$ cat config.mk
export PLATFORM = sky130hd
export DESIGN_NAME = phrase_sequencer
export DESIGN_NICKNAME = d
export VERILOG_FILES = /design/src/rtl/phrase_sequencer.sv
export SDC_FILE = /design/constraint.sdc
export NUM_CORES = 1
export LEC_CHECK = 0
export BUFFER_PORTS_ARGS = -buffer_cell sky130_fd_sc_hd__buf_2
export CORE_UTILIZATION = 54
export CTS_BUF_LIST = sky130_fd_sc_hd__clkbuf_16
export CTS_CLUSTER_DIAMETER = 200
export DETAILED_ROUTE_END_ITERATION = 16
export HOLD_SLACK_MARGIN = 0.06
export PLACE_DENSITY = 0.75
export RECOVER_POWER = 50
export SYNTH_ARGS = -nofsm -noshare
export SYNTH_HDL_FRONTEND = slang
export SYNTH_SLANG_ARGS = --single-unit
$ cat constraint.sdc
create_clock -name clk -period 7 [get_ports clk]
set_input_delay 0 -clock clk [delete_from_list [all_inputs] [get_ports clk]]
set_output_delay 0 -clock clk [all_outputs]
set_load 0.005 [all_outputs]
$ cat src/rtl/phrase_sequencer.sv
// Phrase line sequencer: walks the chain table, fetches four channel entries
// per line from the phrase RAM into a shadow buffer, and commits them to the
// playback datapath on tempo ticks generated by an internal accumulator.
//
// state      | meaning
// -----------+-------------------------------------------------------------
// S_IDLE     | stopped, outputs silent, waiting for play_enable
// S_CHAIN_RD | reading the chain table for the next step's phrase ID
// S_ENTRY_RD | issuing/capturing the four channel reads into the shadow
// S_READY    | shadow valid, waiting for a tick (or end-of-song tick)
// S_DONE     | song finished, silent, waiting for play_enable to drop
module phrase_sequencer #(
    parameter int unsigned          ACC_WIDTH   = 48,
    parameter logic [ACC_WIDTH-1:0] TEMPO_SCALE = ACC_WIDTH'(46912),
    parameter logic [15:0]          SILENCE     = 16'hFF00
) (
    input  logic        clk,
    input  logic        rst_active_low,
    input  logic        play_enable,
    input  logic        loop_enable,
    input  logic [8:0]  tempo,
    input  logic [3:0]  chain_last,
    output logic [3:0]  chain_addr,
    input  logic [5:0]  chain_rdata,
    output logic [11:0] mem_addr,
    output logic        mem_rd_en,
    input  logic [15:0] mem_rdata,
    output logic [15:0] current_entry [0:3],
    output logic [3:0]  line_count,
    output logic [3:0]  chain_step,
    output logic        line_strobe,
    output logic        playing
);

    typedef enum logic [2:0] {
        S_IDLE,
        S_CHAIN_RD,
        S_ENTRY_RD,
        S_READY,
        S_DONE
    } state_t;

    state_t               state;
    logic                 chain_ph;
    logic [2:0]           rd_cnt;
    logic [5:0]           phrase_id;
    logic [3:0]           next_step;
    logic [3:0]           next_line;
    logic [15:0]          shadow [0:3];
    logic                 first_line;
    logic                 end_of_song;
    logic                 tick_pending;
    logic [ACC_WIDTH-1:0] acc;

    logic [ACC_WIDTH-1:0] inc;
    logic [ACC_WIDTH:0]   acc_sum;
    logic                 tick;
    logic                 commit_due;
    logic                 rd_issue;
    logic [5:0]           rd_id;
    logic [1:0]           rd_ch;

    // Tempo increment and carry-out tick; accumulator only runs while playing.
    always_comb begin
        inc        = ACC_WIDTH'(tempo) * TEMPO_SCALE;
        acc_sum    = {1'b0, acc} + {1'b0, inc};
        tick       = acc_sum[ACC_WIDTH] & playing;
        commit_due = first_line | tick | tick_pending;
    end

    // Read port is combinational so the channel-0 read can use chain_rdata in
    // the same cycle it arrives; this is what makes the 7-cycle start work.
    always_comb begin
        rd_issue  = ((state == S_CHAIN_RD) && chain_ph) ||
                    ((state == S_ENTRY_RD) && (rd_cnt < 3'd4));
        rd_id     = (state == S_CHAIN_RD) ? chain_rdata : phrase_id;
        rd_ch     = (state == S_CHAIN_RD) ? 2'd0 : rd_cnt[1:0];
        mem_rd_en = rd_issue;
        mem_addr  = rd_issue ? {rd_id, next_line, rd_ch} : 12'd0;
    end

    // Sequencer FSM, tempo accumulator and committed outputs.
    always_ff @(posedge clk) begin
        if (!rst_active_low || !play_enable) begin
            state        <= S_IDLE;
            chain_ph     <= 1'b0;
            rd_cnt       <= 3'd0;
            phrase_id    <= 6'd0;
            next_step    <= 4'd0;
            next_line    <= 4'd0;
            first_line   <= 1'b0;
            end_of_song  <= 1'b0;
            tick_pending <= 1'b0;
            acc          <= '0;
            chain_addr   <= 4'd0;
            line_count   <= 4'd0;
            chain_step   <= 4'd0;
            line_strobe  <= 1'b0;
            playing      <= 1'b0;
            for (int i = 0; i < 4; i++) begin
                current_entry[i] <= SILENCE;
                shadow[i]        <= SILENCE;
            end
        end else begin
            line_strobe <= 1'b0;
            if (playing) begin
                acc <= acc_sum[ACC_WIDTH-1:0];
            end
            // A tick outside READY is held for one commit; extras collapse.
            if (tick) begin
                tick_pending <= 1'b1;
            end

            case (state)
                S_IDLE: begin
                    state        <= S_CHAIN_RD;
                    chain_ph     <= 1'b0;
                    next_step    <= 4'd0;
                    next_line    <= 4'd0;
                    chain_addr   <= 4'd0;
                    first_line   <= 1'b1;
                    end_of_song  <= 1'b0;
                    tick_pending <= 1'b0;
                end

                S_CHAIN_RD: begin
                    if (!chain_ph) begin
                        chain_ph <= 1'b1;
                    end else begin
                        phrase_id <= chain_rdata;
                        rd_cnt    <= 3'd1;
                        state     <= S_ENTRY_RD;
                    end
                end

                S_ENTRY_RD: begin
                    if (rd_cnt != 3'd0) begin
                        shadow[2'(rd_cnt - 3'd1)] <= mem_rdata;
                    end
                    if (rd_cnt == 3'd4) begin
                        state <= S_READY;
                    end else begin
                        rd_cnt <= rd_cnt + 3'd1;
                    end
                end

                S_READY: begin
                    if (commit_due) begin
                        tick_pending <= 1'b0;
                        if (end_of_song) begin
                            for (int i = 0; i < 4; i++) begin
                                current_entry[i] <= SILENCE;
                            end
                            playing <= 1'b0;
                            state   <= S_DONE;
                        end else begin
                            for (int i = 0; i < 4; i++) begin
                                current_entry[i] <= shadow[i];
                            end
                            line_count  <= next_line;
                            chain_step  <= next_step;
                            line_strobe <= 1'b1;
                            playing     <= 1'b1;
                            first_line  <= 1'b0;
                            // First line restarts the beat so it lasts a full period.
                            if (first_line) begin
                                acc <= '0;
                            end
                            if (next_line != 4'd15) begin
                                next_line <= next_line + 4'd1;
                                rd_cnt    <= 3'd0;
                                state     <= S_ENTRY_RD;
                            end else if (next_step < chain_last) begin
                                next_step  <= next_step + 4'd1;
                                next_line  <= 4'd0;
                                chain_addr <= next_step + 4'd1;
                                chain_ph   <= 1'b0;
                                state      <= S_CHAIN_RD;
                            end else if (loop_enable) begin
                                next_step  <= 4'd0;
                                next_line  <= 4'd0;
                                chain_addr <= 4'd0;
                                chain_ph   <= 1'b0;
                                state      <= S_CHAIN_RD;
                            end else begin
                                end_of_song <= 1'b1;
                            end
                        end
                    end
                end

                S_DONE: begin
                    state <= S_DONE;
                end

                default: begin
                    state <= S_IDLE;
                end
            endcase
        end
    end

endmodule

==> impl_metrics.prom <==
# TYPE chip_impl_metric gauge
chip_impl_info{name="result_of_the_run",value="finished, violations left"} 1
chip_impl_info{name="violations",value="capacitance limit, slew limit"} 1
chip_impl_metric{name="netlist-cell-type-count",unit=""} 70
chip_impl_metric{name="clock_network_latency_to_the_later_pin_of_the_worst_skew_pair",unit="ns"} 0.50
chip_impl_metric{name="finalWirelength",unit="um"} 23090
chip_impl_metric{name="stdcell_area",unit="um^2"} 12450
chip_impl_metric{name="grt_first_pass_wirelength",unit="um"} 37720
chip_impl_metric{name="synth-seq-cells",unit=""} 204
chip_impl_info{name="clk_root_buffer_cell",value="sky130_fd_sc_hd__clkbuf_16"} 1
chip_impl_info{name="criticalPathCategory",value="input port to flip-flop"} 1
chip_impl_info{name="ys_top_cells_by_area",value="sky130_fd_sc_hd__dfxtp_1 26%, sky130_fd_sc_hd__edfxtp_1 18%, sky130_fd_sc_hd__ha_1 8.1%, sky130_fd_sc_hd__fa_1 6.1%, sky130_fd_sc_hd__inv_1 3.3%"} 1
chip_impl_metric{name="layout_worst_path_cycle_share",unit=""} 0.8925
chip_impl_metric{name="via_density",unit=""} 5.521
chip_impl_metric{name="post_route_cells_drive_above_1_share",unit=""} 0.1054
chip_impl_info{name="min_from",value="tempo[1]"} 1
chip_impl_metric{name="max_freq",unit="GHz"} 0.1601
chip_impl_metric{name="async_flop_share",unit=""} 0
chip_impl_metric{name="die-width",unit="um"} 143.3
chip_impl_metric{name="syn_avg_cell_area",unit="um^2"} 10.25
chip_impl_metric{name="firstDrtPassIters",unit=""} 5
chip_impl_metric{name="preCtsSetupSlack",unit="ns"} 0.8399
chip_impl_metric{name="cts-buffers-inserted",unit=""} 22
chip_impl_metric{name="clock-skew-final",unit="ns"} 0.007260
chip_impl_metric{name="drt_iter0_markers",unit=""} 511
chip_impl_metric{name="worstPathRequired",unit="ns"} 7.44
chip_impl_metric{name="worst_reg_to_reg_path_cell_count",unit=""} 6
chip_impl_metric{name="dieHeight",unit="um"} 143.3
chip_impl_metric{name="total_power",unit="mW"} 3.558
chip_impl_metric{name="insertedDiodeCount",unit=""} 0
chip_impl_metric{name="hpwl_after_dpl",unit="um"} 16390
chip_impl_info{name="crit-reg2reg-capture",value="shadow[1][7]"} 1
chip_impl_metric{name="critical_path_peak_fanout",unit=""} 33
chip_impl_metric{name="drv.max_cap_violation_count",unit=""} 1
chip_impl_info{name="synth_most_common_cell",value="sky130_fd_sc_hd__dfxtp_1"} 1
chip_impl_metric{name="cts.sinks",unit=""} 204
chip_impl_metric{name="slew-limit-headroom",unit=""} -0.2482
chip_impl_metric{name="grt_antenna_before_repair",unit=""} 0
chip_impl_metric{name="areaGrowthSynthToFinish",unit="%"} 15.49
chip_impl_metric{name="number_of_enable_flip_flop_cells_after_synthesis",unit=""} 64
chip_impl_metric{name="totalNegativeSetupSlack",unit="ns"} 0
chip_impl_metric{name="finalSetupViolCount",unit=""} 0
chip_impl_metric{name="vdd_ir_drop_max",unit="mV"} 0.2065
chip_impl_metric{name="nets",unit=""} 1340
chip_impl_metric{name="synth-seq-area-share",unit=""} 0.4384
chip_impl_metric{name="design.die.area",unit="um^2"} 20520
chip_impl_metric{name="gp_congestion",unit=""} 0.8768
chip_impl_metric{name="grt_pass1_vias",unit=""} 7796
chip_impl_metric{name="power.static_leakage",unit="nW"} 5.049
chip_impl_metric{name="rows",unit=""} 51
chip_impl_metric{name="ctsHoldBuffers",unit=""} 24
chip_impl_metric{name="core-area",unit="um^2"} 19530
chip_impl_metric{name="worst_hold_path.num_cells",unit=""} 4
chip_impl_metric{name="postLayoutSetupSlackWorst",unit="ns"} 0.7526
chip_impl_metric{name="synthesis.area",unit="um^2"} 10780
chip_impl_metric{name="final_slew_viol_count",unit=""} 42
chip_impl_info{name="endpoint_kind_of_the_worst_setup_timing_path",value="flip-flop"} 1
chip_impl_metric{name="initial_utilization",unit=""} 0.5519
chip_impl_info{name="synth-main-ff-cell",value="sky130_fd_sc_hd__dfxtp_1"} 1
chip_impl_metric{name="global_route.usage.total",unit=""} 0.2284
chip_impl_metric{name="cts_max_level",unit=""} 1
chip_impl_metric{name="dpl_cell_area",unit="um^2"} 11590
chip_impl_metric{name="synth_top_cell_area_share",unit=""} 0.2601
chip_impl_metric{name="clk_path_buf_depth",unit=""} 3
chip_impl_info{name="cts_tree",value="built"} 1
chip_impl_metric{name="filler_cell_count",unit=""} 1613
chip_impl_metric{name="grt_start_max_net_pins",unit=""} 42
chip_impl_info{name="unrepaired_setup_endpoints_after_global_routing",value="false"} 1
chip_impl_metric{name="critical_path_arrival",unit="ns"} 6.69
chip_impl_metric{name="post-route-min-period",unit="ns"} 6.247
chip_impl_metric{name="ff2ff_setup_slack",unit="ns"} 3.21
chip_impl_metric{name="post_cts_buffers",unit=""} 0
chip_impl_metric{name="synthesis.nets",unit=""} 1193
chip_impl_metric{name="global_route.overflow_total",unit=""} 0
chip_impl_metric{name="place.port_buffers",unit=""} 129
chip_impl_metric{name="postRouteAntennaNets",unit=""} 0
chip_impl_metric{name="detail_route.drc_violations",unit=""} 0
chip_impl_metric{name="hold-worst-slack",unit="ns"} 0.08254
chip_impl_info{name="hold_path_class",value="input port to flip-flop"} 1
chip_impl_metric{name="synthesis.yosys.warnings",unit=""} 0
chip_impl_info{name="regToRegStartpoint",value="state[1]"} 1
chip_impl_metric{name="drt-wirelength-per-cell",unit="um"} 15.61
chip_impl_metric{name="power.density_cell_area",unit="nW/um^2"} 285.9
chip_impl_metric{name="postSynthCellCount",unit=""} 1051
chip_impl_metric{name="cts.repair.resized",unit=""} 0
chip_impl_info{name="worstSetupStartpointType",value="input port"} 1
chip_impl_info{name="ys_top_cells_by_count",value="140 x sky130_fd_sc_hd__dfxtp_1, 95 x sky130_fd_sc_hd__inv_1, 70 x sky130_fd_sc_hd__ha_1, 68 x sky130_fd_sc_hd__nor2_1, 64 x sky130_fd_sc_hd__edfxtp_1"} 1
chip_impl_metric{name="clkTransAtPathRegs",unit="ns"} 0.06
chip_impl_metric{name="ios",unit=""} 130
chip_impl_info{name="yosysTopAreaCell",value="sky130_fd_sc_hd__dfxtp_1"} 1
chip_impl_info{name="hold_path_end",value="acc[7]"} 1
chip_impl_metric{name="worst-slew-pin-transition",unit="ns"} 1.872
chip_impl_metric{name="timing.final.hold_violations",unit=""} 0
chip_impl_metric{name="via_count",unit=""} 8166
area by class of cell:
class / instances / area [um^2] / area share
Inverter: 97 / 369.1 / 0.02966
Multi-Input combinational cell: 711 / 5440 / 0.4371
Tap cell: 265 / 331.6 / 0.02664
Sequential cell: 204 / 4725 / 0.3796
Clock buffer: 23 / 575.6 / 0.04625
Timing Repair Buffer: 162 / 865.8 / 0.06957
Clock inverter: 17 / 138.9 / 0.01116
power breakdown:
group	total, mW	switching, mW	leakage [nW]	internal [mW]
sequential	1.23	0.00369	1.72	1.23
combinational	1.20	0.701	2.97	0.496
clock	1.13	0.463	0.358	0.670
total	3.56	1.17	5.05	2.39
cell families (layout without fill, tap and decap cells):
kind of cell               count (synthesis)  in the layout  synth area share
AOI/OAI and AO/OA                        239            239            0.1610
xor gates and xnor gates                  35             35           0.02845
adders and majority gates                103            103            0.1426
buffers and inverters                    136            299           0.05654
DFF                                      204            204            0.4384
muxes                                     27             27           0.02508
and+or+nand+nor                          307            307            0.1479
metrics by stage:
stage,instances,util
3_3_place_gp,1415,0.5934
3_5_place_dp,1415,0.5934
5_1_grt,1479,0.6374
4_1_cts,1479,0.6423
2_1_floorplan,1051,-
6_report,1479,0.6374
per-layer routing:
metal,vias up,GRT usage,share of wire
met5,-,0,0
met4,0,0.04647,0.014
met3,28,0.03119,0.048
met2,203,0.3789,0.46
met1,3896,0.3187,0.47
li1,4039,-,-
worst max-delay path, stage by stage:
cell	delay [ns]
sky130_fd_sc_hd__dlygate4sd3_1	0.53
sky130_fd_sc_hd__buf_2	0.16
sky130_fd_sc_hd__ha_1	0.32
sky130_fd_sc_hd__inv_1	0.08
sky130_fd_sc_hd__fa_1	0.51
sky130_fd_sc_hd__inv_1	0.04
sky130_fd_sc_hd__ha_1	0.27
sky130_fd_sc_hd__inv_1	0.05
sky130_fd_sc_hd__fa_1	0.53
sky130_fd_sc_hd__inv_1	0.07
sky130_fd_sc_hd__fa_1	0.46
sky130_fd_sc_hd__a21o_1	0.20
sky130_fd_sc_hd__a21oi_1	0.28
sky130_fd_sc_hd__o21a_1	0.16
sky130_fd_sc_hd__nor3_1	0.06
sky130_fd_sc_hd__a41oi_1	0.25
sky130_fd_sc_hd__nor2b_1	0.18
sky130_fd_sc_hd__xnor2_1	0.10
sky130_fd_sc_hd__ha_1	0.35
sky130_fd_sc_hd__nand3_2	0.11
sky130_fd_sc_hd__a211oi_2	0.27
sky130_fd_sc_hd__nor4_1	0.11
sky130_fd_sc_hd__a21oi_2	0.55
sky130_fd_sc_hd__o21ai_1	0.30
sky130_fd_sc_hd__o21ai_2	0.19
sky130_fd_sc_hd__buf_4	0.35
sky130_fd_sc_hd__o22a_1	0.19
worst max path at each step:
stage / from / to
after detailed placement: tempo[0] / current_entry[41]
final: tempo[0] / current_entry[41]
after global routing: tempo[0] / current_entry[46]
after floorplan: tempo[6] / current_entry[0]
after CTS: tempo[0] / current_entry[22]
after global placement: tempo[0] / current_entry[20]
registers in the layout, indices dropped and copies added (netlist names), 3 cells and up:
register and cells:
current_entry 64, shadow 64, acc 42, phrase_id 6, chain_step 4, line_count 4, next_line 4, next_step 4
rd_cnt 3, state 3
cell usage in the layout (no fill, tap or decap), types with 6 or more instances in the layout:
cell                            instances
sky130_fd_sc_hd__nand3_1               28
sky130_fd_sc_hd__and2_0                12
sky130_fd_sc_hd__buf_2                 65
sky130_fd_sc_hd__a211oi_1              10
sky130_fd_sc_hd__nand4_1                8
sky130_fd_sc_hd__and2_1                23
sky130_fd_sc_hd__ha_1                  70
sky130_fd_sc_hd__fa_1                  33
sky130_fd_sc_hd__nand2b_1              21
sky130_fd_sc_hd__nor2_1                69
sky130_fd_sc_hd__xnor2_1               21
sky130_fd_sc_hd__dlygate4sd3_1         24
sky130_fd_sc_hd__dfxtp_1              140
sky130_fd_sc_hd__edfxtp_1              64
sky130_fd_sc_hd__o21ai_0               27
sky130_fd_sc_hd__o21ai_1                9
sky130_fd_sc_hd__and3_1                12
sky130_fd_sc_hd__mux2i_1               27
sky130_fd_sc_hd__o22a_1                32
sky130_fd_sc_hd__or3_1                 34
sky130_fd_sc_hd__o211ai_1               8
sky130_fd_sc_hd__a31oi_1                6
sky130_fd_sc_hd__nand2_1               54
sky130_fd_sc_hd__a21oi_1               55
sky130_fd_sc_hd__nor3_1                21
sky130_fd_sc_hd__buf_4                  6
sky130_fd_sc_hd__clkbuf_16             23
sky130_fd_sc_hd__a22o_1                33
sky130_fd_sc_hd__clkinv_1               7
sky130_fd_sc_hd__inv_1                 97
sky130_fd_sc_hd__clkbuf_1              64
sky130_fd_sc_hd__a21o_1                13
sky130_fd_sc_hd__xor2_1                14
Note: power is estimated with default switching activity, not from simulation.
